$ cat src/rtl/ceres_param.sv
// ---------------------------------------------------------------------------
// ceres_param
// Shared types for the load/store path.
//   mem_size_e   : access size as encoded by the decoder (byte/half/word)
//   exc_type_e   : exception cause reported by the memory stage
//   is_misaligned: natural-alignment check for a given size and addr[1:0]
// ---------------------------------------------------------------------------
package ceres_param;

  typedef enum logic [1:0] {
    MEM_BYTE = 2'b00,
    MEM_HALF = 2'b01,
    MEM_WORD = 2'b10
  } mem_size_e;

  // NO_EXCEPTION is zero so an idle or reset stage drives all-zero outputs.
  // Fault codes follow the RISC-V mcause numbering.
  typedef enum logic [3:0] {
    NO_EXCEPTION       = 4'd0,
    LOAD_MISALIGNED    = 4'd4,
    LOAD_ACCESS_FAULT  = 4'd5,
    STORE_MISALIGNED   = 4'd6,
    STORE_ACCESS_FAULT = 4'd7
  } exc_type_e;

  localparam int unsigned CNT_W = 10;  // wide enough for RSP_TIMEOUT up to 1023

  // The reserved size encoding 2'b11 is checked like a word access.
  function automatic logic is_misaligned(input logic [1:0] size, input logic [1:0] addr_lo);
    case (size)
      MEM_BYTE: is_misaligned = 1'b0;
      MEM_HALF: is_misaligned = addr_lo[0];
      default:  is_misaligned = (addr_lo != 2'b00);
    endcase
  endfunction

endpackage

$ cat src/rtl/mem_align.sv
// ---------------------------------------------------------------------------
// mem_align
// Combinational byte-lane steering for the memory stage.
// Store side: st_size_i/st_addr_lo_i/st_data_i -> st_wstrb_o (lane enables)
//             and st_wdata_o (byte/half replicated into every lane).
// Load side : ld_size_i/ld_addr_lo_i/ld_unsigned_i/ld_rdata_i -> ld_data_o
//             (addressed lane shifted down, then sign/zero extended).
// ---------------------------------------------------------------------------
module mem_align
  import ceres_param::*;
(
  input  logic [1:0]  st_size_i,
  input  logic [1:0]  st_addr_lo_i,
  input  logic [31:0] st_data_i,
  output logic [3:0]  st_wstrb_o,
  output logic [31:0] st_wdata_o,
  input  logic [1:0]  ld_size_i,
  input  logic [1:0]  ld_addr_lo_i,
  input  logic        ld_unsigned_i,
  input  logic [31:0] ld_rdata_i,
  output logic [31:0] ld_data_o
);

  logic [31:0] ld_shifted;

  // Replicating the data means the memory only needs the strobe to pick
  // the lane; no per-lane muxing is required on the bus side.
  always_comb begin
    st_wstrb_o = 4'b1111;
    st_wdata_o = st_data_i;
    case (st_size_i)
      MEM_BYTE: begin
        st_wstrb_o = 4'b0001 << st_addr_lo_i;
        st_wdata_o = {4{st_data_i[7:0]}};
      end
      MEM_HALF: begin
        st_wstrb_o = 4'b0011 << {st_addr_lo_i[1], 1'b0};
        st_wdata_o = {2{st_data_i[15:0]}};
      end
      default: begin
        st_wstrb_o = 4'b1111;
        st_wdata_o = st_data_i;
      end
    endcase
  end

  assign ld_shifted = ld_rdata_i >> {ld_addr_lo_i, 3'b000};

  always_comb begin
    ld_data_o = ld_rdata_i;
    case (ld_size_i)
      MEM_BYTE: ld_data_o = ld_unsigned_i ? {24'd0, ld_shifted[7:0]}
                                          : {{24{ld_shifted[7]}}, ld_shifted[7:0]};
      MEM_HALF: ld_data_o = ld_unsigned_i ? {16'd0, ld_shifted[15:0]}
                                          : {{16{ld_shifted[15]}}, ld_shifted[15:0]};
      default:  ld_data_o = ld_rdata_i;
    endcase
  end

endmodule

$ cat src/rtl/mem_stage.sv
// ---------------------------------------------------------------------------
// mem_stage
// Pipeline memory stage: issues one load/store at a time on a valid/ready
// data-memory bus, waits for the response (bounded by RSP_TIMEOUT), and
// reports either extended load data or an exception.
//   clk_i, rst_i          : clock, synchronous active-high reset
//   flush_i               : discard the in-flight operation
//   ex_*                  : operation presented by execute
//   dmem_req_* / dmem_rsp_*: data-memory request / response channels
//   rd_data_o/_valid_o    : load result, one-cycle completion pulse
//   stall_o               : hold the upstream pipeline
//   exc_type_o/exc_tval_o : exception cause and faulting address
// XLEN must be 32.
// ---------------------------------------------------------------------------
module mem_stage
  import ceres_param::*;
#(
  parameter int XLEN        = 32,
  parameter int RSP_TIMEOUT = 255
) (
  input  logic            clk_i,
  input  logic            rst_i,
  input  logic            flush_i,
  input  logic            ex_valid_i,
  input  logic            ex_rd_i,
  input  logic            ex_wr_i,
  input  logic [1:0]      ex_size_i,
  input  logic            ex_unsigned_i,
  input  logic [XLEN-1:0] ex_addr_i,
  input  logic [XLEN-1:0] ex_wdata_i,
  output logic            dmem_req_valid_o,
  input  logic            dmem_req_ready_i,
  output logic [XLEN-1:0] dmem_req_addr_o,
  output logic            dmem_req_we_o,
  output logic [3:0]      dmem_req_wstrb_o,
  output logic [XLEN-1:0] dmem_req_wdata_o,
  input  logic            dmem_rsp_valid_i,
  input  logic            dmem_rsp_err_i,
  input  logic [XLEN-1:0] dmem_rsp_rdata_i,
  output logic [XLEN-1:0] rd_data_o,
  output logic            rd_data_valid_o,
  output logic            stall_o,
  output exc_type_e       exc_type_o,
  output logic [XLEN-1:0] exc_tval_o
);

  typedef enum logic [1:0] {
    IDLE = 2'd0,
    REQ  = 2'd1,
    WAIT = 2'd2,
    DONE = 2'd3
  } state_e;

  localparam logic [CNT_W-1:0] TIMEOUT = CNT_W'(RSP_TIMEOUT);

  state_e            state_q, state_d;
  logic [XLEN-1:0]   addr_q, addr_d;
  logic [1:0]        size_q, size_d;
  logic              unsigned_q, unsigned_d;
  logic              we_q, we_d;
  logic [3:0]        wstrb_q, wstrb_d;
  logic [XLEN-1:0]   wdata_q, wdata_d;
  logic [XLEN-1:0]   rdata_q, rdata_d;
  logic              err_q, err_d;
  logic              drop_q, drop_d;
  logic [CNT_W-1:0]  cnt_q, cnt_d;

  logic [3:0]        st_wstrb;
  logic [31:0]       st_wdata;
  logic [31:0]       ld_data;
  logic              ex_op;
  logic              ex_misaligned;

  // Store steering works on the live execute operands (captured at accept);
  // load extraction works on the registered access against the live response.
  mem_align u_align (
    .st_size_i     (ex_size_i),
    .st_addr_lo_i  (ex_addr_i[1:0]),
    .st_data_i     (ex_wdata_i),
    .st_wstrb_o    (st_wstrb),
    .st_wdata_o    (st_wdata),
    .ld_size_i     (size_q),
    .ld_addr_lo_i  (addr_q[1:0]),
    .ld_unsigned_i (unsigned_q),
    .ld_rdata_i    (dmem_rsp_rdata_i),
    .ld_data_o     (ld_data)
  );

  assign ex_op         = ex_valid_i && (ex_rd_i || ex_wr_i) && !flush_i;
  assign ex_misaligned = is_misaligned(ex_size_i, ex_addr_i[1:0]);

  always_ff @(posedge clk_i) begin
    if (rst_i) begin
      state_q    <= IDLE;
      addr_q     <= '0;
      size_q     <= '0;
      unsigned_q <= 1'b0;
      we_q       <= 1'b0;
      wstrb_q    <= '0;
      wdata_q    <= '0;
      rdata_q    <= '0;
      err_q      <= 1'b0;
      drop_q     <= 1'b0;
      cnt_q      <= '0;
    end else begin
      state_q    <= state_d;
      addr_q     <= addr_d;
      size_q     <= size_d;
      unsigned_q <= unsigned_d;
      we_q       <= we_d;
      wstrb_q    <= wstrb_d;
      wdata_q    <= wdata_d;
      rdata_q    <= rdata_d;
      err_q      <= err_d;
      drop_q     <= drop_d;
      cnt_q      <= cnt_d;
    end
  end

  always_comb begin
    state_d          = state_q;
    addr_d           = addr_q;
    size_d           = size_q;
    unsigned_d       = unsigned_q;
    we_d             = we_q;
    wstrb_d          = wstrb_q;
    wdata_d          = wdata_q;
    rdata_d          = rdata_q;
    err_d            = err_q;
    drop_d           = drop_q;
    cnt_d            = cnt_q;

    dmem_req_valid_o = 1'b0;
    dmem_req_addr_o  = '0;
    dmem_req_we_o    = 1'b0;
    dmem_req_wstrb_o = '0;
    dmem_req_wdata_o = '0;
    rd_data_o        = '0;
    rd_data_valid_o  = 1'b0;
    stall_o          = 1'b0;
    exc_type_o       = NO_EXCEPTION;
    exc_tval_o       = '0;

    case (state_q)
      IDLE: begin
        if (ex_op) begin
          if (ex_misaligned) begin
            // Reported in the same cycle; the pipeline is not held.
            exc_type_o = ex_wr_i ? STORE_MISALIGNED : LOAD_MISALIGNED;
            exc_tval_o = ex_addr_i;
          end else begin
            stall_o    = 1'b1;
            addr_d     = ex_addr_i;
            size_d     = ex_size_i;
            unsigned_d = ex_unsigned_i;
            we_d       = ex_wr_i;
            wstrb_d    = ex_wr_i ? st_wstrb : 4'b0000;
            wdata_d    = ex_wr_i ? st_wdata : '0;
            rdata_d    = '0;
            err_d      = 1'b0;
            drop_d     = 1'b0;
            cnt_d      = '0;
            state_d    = REQ;
          end
        end
      end

      REQ: begin
        stall_o          = 1'b1;
        dmem_req_valid_o = 1'b1;
        dmem_req_addr_o  = {addr_q[XLEN-1:2], 2'b00};
        dmem_req_we_o    = we_q;
        dmem_req_wstrb_o = wstrb_q;
        dmem_req_wdata_o = wdata_q;
        // A request cannot be retracted once offered, so a flush only marks
        // the operation to be discarded when it completes.
        if (flush_i) begin
          drop_d = 1'b1;
        end
        if (dmem_req_ready_i) begin
          cnt_d   = '0;
          state_d = WAIT;
        end
      end

      WAIT: begin
        stall_o = 1'b1;
        if (flush_i) begin
          drop_d = 1'b1;
        end
        if (dmem_rsp_valid_i) begin
          rdata_d = we_q ? '0 : ld_data;
          err_d   = dmem_rsp_err_i;
          state_d = DONE;
        end else if (cnt_q + 1'b1 == TIMEOUT) begin
          // RSP_TIMEOUT cycles spent waiting without a response.
          err_d   = 1'b1;
          state_d = DONE;
        end else begin
          cnt_d = cnt_q + 1'b1;
        end
      end

      DONE: begin
        state_d = IDLE;
        if (!drop_q && !flush_i) begin
          if (err_q) begin
            exc_type_o = we_q ? STORE_ACCESS_FAULT : LOAD_ACCESS_FAULT;
            exc_tval_o = addr_q;
          end else if (!we_q) begin
            rd_data_valid_o = 1'b1;
            rd_data_o       = rdata_q;
          end
        end
      end

      default: state_d = IDLE;
    endcase
  end

endmodule

$ cat config.mk
export PLATFORM = sky130hd
export DESIGN_NAME = mem_stage
export DESIGN_NICKNAME = d
export VERILOG_FILES = /design/src/rtl/ceres_param.sv /design/src/rtl/mem_align.sv /design/src/rtl/mem_stage.sv
export SDC_FILE = /design/constraint.sdc
export NUM_CORES = 1
export LEC_CHECK = 0
export ABC_AREA = 1
export BUFFER_PORTS_ARGS = -buffer_cell sky130_fd_sc_hd__buf_2
export CAP_MARGIN = 25
export CORE_ASPECT_RATIO = 1.2
export CORE_MARGIN = 2
export CORE_UTILIZATION = 50
export DETAILED_ROUTE_END_ITERATION = 8
export PLACE_DENSITY = 0.77
export REMOVE_ABC_BUFFERS = 1
export SKIP_LAST_GASP = 1
export SYNTH_ARGS = -nofsm -noshare
export SYNTH_HDL_FRONTEND = slang
export SYNTH_SLANG_ARGS = --single-unit
$ cat constraint.sdc
create_clock -name clk_i -period 3.83 [get_ports clk_i]
set_input_delay 0.1915 -clock clk_i [delete_from_list [all_inputs] [get_ports clk_i]]
set_output_delay 0.1915 -clock clk_i [all_outputs]
set_load 0.05 [all_outputs]
=== Word level (Yosys, flattened, before mapping) ===
Cells that the tools add are included.

* Bits in registers: 118
* Bits of input ports: 108
* Output and inout bits: 140
* Word-level logic and storage cells: 110

* Add/subtract/negate cells: 1
* Equality and inequality tests: 14
* Shift operators: 3
* Muxes and demuxes: 60
* Bitwise logic cells: 1
* Reductions and logical operators: 20

{| class="wikitable"
|+ Operator list
! cell !! count
|-
| $mux W32 || 17
|-
| $pmux W32 S2 || 4
|-
| $mux W10 || 5
|-
| $shr A32 B5 Y16 || 1
|-
| $pmux W10 S3 || 1
|-
| $reduce_and A4 Y1 || 4
|-
| $mux W2 || 7
|-
| $mux W1 || 13
|-
| $mux W3 || 4
|-
| $ne A2 B2 Y1 const B || 6
|-
| $add A10 B1 Y10 const B || 1
|-
| $eq A10 B8 Y1 const B || 1
|-
| $mux W4 || 2
|-
| $pmux W1 S2 || 4
|-
| $pmux W2 S4 || 1
|-
| $pmux W4 S2 || 1
|-
| $eq A2 B1 Y1 const B || 3
|-
| $logic_not A2 Y1 || 3
|-
| $pmux W3 S2 || 1
|-
| $reduce_and A6 Y1 || 1
|-
| $reduce_bool A2 Y1 || 3
|-
| $eq A2 B2 Y1 const B || 2
|-
| $shl A1 B2 Y4 const A || 1
|-
| $shl A2 B2 Y4 const A || 1
|-
| other kinds (9) || 12
|}

=== Logic depth before layout (Yosys ltp) ===
* Word-level depth: 6
* Mapped depth: 13

=== Hierarchy ===
A second synthesis with hierarchy kept.

* Cell total of the unflattened synthesis: 1,172
* Area, all modules: 7,243.2 µm²

{| class="wikitable"
|+ By module, submodules not included
! module !! times used !! cells an instance !! area an instance (µm²) !! seq. area each (µm²)
|-
| mem_stage || 1 || 901 || 5,980.7 || 2,362.3
|-
| mem_align || 1 || 271 || 1,262.5 || 0.0
|}

=== Least setup slack after synthesis ===
No wires, ideal clock.

* Path type: register -> output
* From: register state_q[0]
* To: output rd_data_o[10]
* Arrival: 3.374 ns
* Data required time: 3.638 ns
* Path slack: 0.264 ns
* Cell stages (with the launch flop): 7
* Cells stage by stage: dfxtp_1 -> ha_1 -> inv_1 -> nor4_1 -> inv_1 -> clkbuf_1 -> nor2_1

* Word-level cells in the longest chain between the ends: 2

{| class="wikitable"
|+ RTL lines
! what !! RTL line !! text
|-
| start, declared || mem_stage.sv:56 || <nowiki>state_e state_q, state_d;</nowiki>
|-
| start signal, assigned || mem_stage.sv:106 || <nowiki>state_q <= state_d;</nowiki>
|-
| $eq A2 B2 Y1 || mem_stage.sv:144 || <nowiki>case (state_q)</nowiki>
|-
| $mux W32 || mem_stage.sv:144 ||
|-
| end, declared || mem_stage.sv:40 || <nowiki>output logic [XLEN-1:0] rd_data_o,</nowiki>
|}

No other way between the ends.

=== Worst setup path in the final report ===
* From: register state_q[0]
* To: output stall_o

* Word-level cells in the longest chain between the ends: 3
* Elaborated cells between the ends (all ways): 5
* Those cells by class: 2 x eq/ne; 1 x mux; 2 x reduce/logical

{| class="wikitable"
|+ RTL lines
! what !! RTL line !! text
|-
| $eq A2 B2 Y1 or $eq A2 B1 Y1 (tied branches) || mem_stage.sv:144 ||
|-
| $reduce_or A2 Y1 (no source line) || n/a ||
|-
| $pmux W1 S2 * || mem_stage.sv:144 ||
|-
| end, declared || mem_stage.sv:42 || <nowiki>output logic stall_o,</nowiki>
|}

Mark *: on every way between the ends. The rest lies on a longest branch, timed or not.

==> metrics.csv <==
stage;metric;value;unit
setup_path;CP startpoint;state_q[0];
floorplanning;row count;47;
setup_path;critical path class;reg2out;
clock_network;cts bufs inserted;17;
route;# DRC;0;
clock_network;clock-pin slew on the worst setup and hold paths;60;ps
run;Max Cap Viol;0;
global_routing;first-pass GRT wire length;31600;µm
setup_path;R2R Path End;rdata_q[12];
floorplanning;I/O pin total;248;
floorplanning;die area;0.0147;mm²
clock_network;hold_buf cts;0;
route;Antenna Violating Nets Remaining;0;
yosys;Yosys cell types;39;
min_path;Min-Delay Endpoint;addr_q[24];
pwr;Leakage;4.57;nW
sta;Worst-Margin Slew;960;ps
layout;# diodes;0;
sta;worst rel slew slack;35.9;%
global_routing;total track usage;25.9;%
clock_network;CTS-repair resized insts;0;
clock_network;root buf cell;clkbuf_16;
pwr;pwr dens;506;mW/mm²
min_path;hold_sp;ex_addr_i[24];
sta;Final Hold Viols;0;
run_status;status;completed;
route;number of iterations in the first detailed-routing pass;5;
pwr;clock share of power;37.6;%
route;DR vias;7676;
layout;Layout Cells excl Fill;1523;
floorplanning;Initial Util;50.5;%
setup_path;endpoint class of the critical path;output port;
pwr;IR drop worst, VDD;268;µV
layout;Nets;1453;
clock_network;clk sinks;118;
sta;RSZ-0062 raised after global routing;false;
min_path;Worst Hold Class;in2reg;
pwr;Logic pwr share;28.9;%
sta;Hold WS;21.4;ps
setup_path;CP arrival;3020;ps
layout;Layout Utilization;63.7;%
place;Final Wtd Congestion;0.919;
setup_path;r2r setup slk;1220;ps
layout;design area;0.00869;mm²
sta;setup violators final;0;
setup_path;FF-to-FF path depth;9;
setup_path;CP max FO;43;
sta;Layout Skew;9.85;ps
yosys;post-synthesis register bit count;118;
pwr;sequential share of power;33.5;%
sta;setup TNS;0;ps
sta;crit path time final;3210;ps
sta;Fmax;0.311;GHz
clock_network;Skew-Pair Late Insertion Delay;420;ps
min_path;worst hold path depth;3;
clock_network;Max H-tree Level;4;
setup_path;CP startpoint kind;register;
pwr;Sw Pwr;1.64;mW
yosys;register area share after synthesis;34.3;%
route;final wirelength;19700;µm
global_routing;number of global-route vias before repair;6658;
global_routing;initial antenna violation count;0;
setup_path;origin of the critical flop-to-flop path;state_q[0];
pwr;switching share of power;37.3;%
global_routing;remaining global-route overflow;0;
floorplanning;DIE HEIGHT;133;µm
layout;Area Growth Syn to Fin;26.1;%
floorplanning;die width;111;µm
route;Iter 0 DRT Violations;519;
clock_network;worst-case clock buffer depth;2;
place;dpl hpwl;14000;µm
place;PortBufs;244;
yosys;syn_area_per_cell;6.06;µm²
floorplanning;core area;0.0136;mm²
sta;fin crit share;83.9;%
global_routing;largest net degree at the start of global routing;74;
yosys;Yosys warning count;0;
yosys;Synth Instances;1137;
clock_network;TritonCTS clock tree;built;
place;dpl cells;1490;
clock_network;Setup Buffers After CTS;0;
pwr;Int Pwr;2.76;mW
place;Area after DPL;0.00805;mm²
setup_path;Critical Path RT;3640;ps
route;DR vias/cell;5.04;
yosys;synthesized cell area;0.00689;mm²
layout;share of cells above drive strength 1;22.7;%
sta;Pins Over Slew Limit;0;
route;WL per Instance;12.9;µm
-- cell usage after synthesis --
cell      count  area, µm²
buf_4         6       45.0
conb_1        1       3.75
o211ai_1     13       97.6
o211ai_4      1       21.3
o22ai_1      13       81.3
or2_2         1       6.26
nor3_4        2       32.5
o21a_1        1       7.51
nand3_1      25        125
nand3b_1      1       7.51
a21oi_2       1       8.76
clkinv_1      1       3.75
nor3_1        1       5.00
o21bai_1      1       7.51
inv_1       189        709
inv_4         1       6.26
buf_1         4       15.0
inv_2         8       30.0
nor2_8        1       20.0
clkbuf_1     39        146
a22oi_1       1       7.51
a21boi_4      1       18.8
nand2_2       3       18.8
buf_6         3       33.8
nand3_2       3       30.0
dfxtp_1     118       2360
o21ai_2       2       17.5
o21ai_0     120        601
o21ai_1       5       25.0
a21oi_1     121        606
a21oi_4       1       16.3
nor2_1      133        499
buf_2        16       80.1
nor4_1        2       12.5
nor2_4        1       11.3
nand4_1       1       6.26
nand2_1     289       1080
ha_1          6       75.1
a211oi_1      1       7.51
-- flip-flops by register name (all words and copies together) (netlist names) --
register,cells
addr_q,32
cnt_q,10
drop_q,1
err_q,1
rdata_q,32
size_q,2
state_q,2
unsigned_q,1
wdata_q,32
we_q,1
wstrb_q,4
-- layer usage --
layer  global-route usage [%]  share of wire [%]  wire [µm]
met1                     33.3                 42       8270
met2                     43.4                 50       9750
met3                     5.54                6.8       1350
met4                     8.71                1.5        296
met5                        0                  0          0
-- power groups by stage --
stage	sequential (mW)	clock (mW)	combinational, mW
finish	1.47	1.65	1.27
global route	1.49	1.73	1.42
CTS	1.47	1.67	1.26
detailed placement	1.49	0	1.26
global placement	1.49	0	1.24
floorplan	1.46	0	0.912
-- critical path, stage by stage (launching register included) --
cell and delay [ps]:
dfxtp_1 340, inv_1 90, ha_1 230, inv_1 110, nor3_4 630, inv_2 500
a21oi_1 370, buf_2 320
-- metrics by stage --
step	setup WS (ps)	total power, mW
after detailed placement	1040	2.75
after global routing	377	4.64
after global placement	1080	2.73
final	617	4.40
after floorplan	-283	2.38
after CTS	599	4.41
-- how the worst max path moves through the flow --
stage                              end  slack, ps  cells after the start
after detailed placement       stall_o       1040                      7
final                          stall_o        620                      7
after CTS                      stall_o        600                      7
after floorplan           rd_data_o[0]       -280                      5
after global placement         stall_o       1080                      7
after global routing           stall_o        380                      7
-- cells by family after synthesis --
group / Yosys count / synth area share [%]
flops: 118 / 34.3
buf+inv: 267 / 15.5
other cells: 1 / 0.0544
simple gates: 463 / 27.0
fa+ha+maj: 6 / 1.09
compound gates: 282 / 22.1
-- final cells by class --
cell class                      instances  area [µm²]
Fill cell                            1369        4950
Sequential cell                       118        2360
Clock inverter                         13         174
Timing Repair Buffer                  249        1280
Clock buffer                           19         443
Inverter                              199         749
Tap cell                              171         214
Multi-Input combinational cell        754        3470
-- cell usage in the layout, fill, tap and decap left out, types with 2 or more instances in the layout --
master      Yosys  routed
nand2_2         3       3
buf_4           6       4
clkbuf_16       0      17
buf_2          16     244
o21ai_2         2       2
inv_1         189     189
dfxtp_1       118     118
nand2_1       289     289
bufinv_16       0       3
inv_2           8       8
o22ai_1        13      13
o21ai_0       120     120
nor4_1          2       2
a21oi_1       121     121
nand3_1        25      25
clkinv_4        0       5
conb_1          1       3
nand3_2         3       3
inv_6           0       2
ha_1            6       5
nor3_4          2       2
clkinvlp_4      0       3
nor2_1        133     133
o211ai_1       13      13
o21ai_1         5       5
Power figures use the tool's default switching activity.
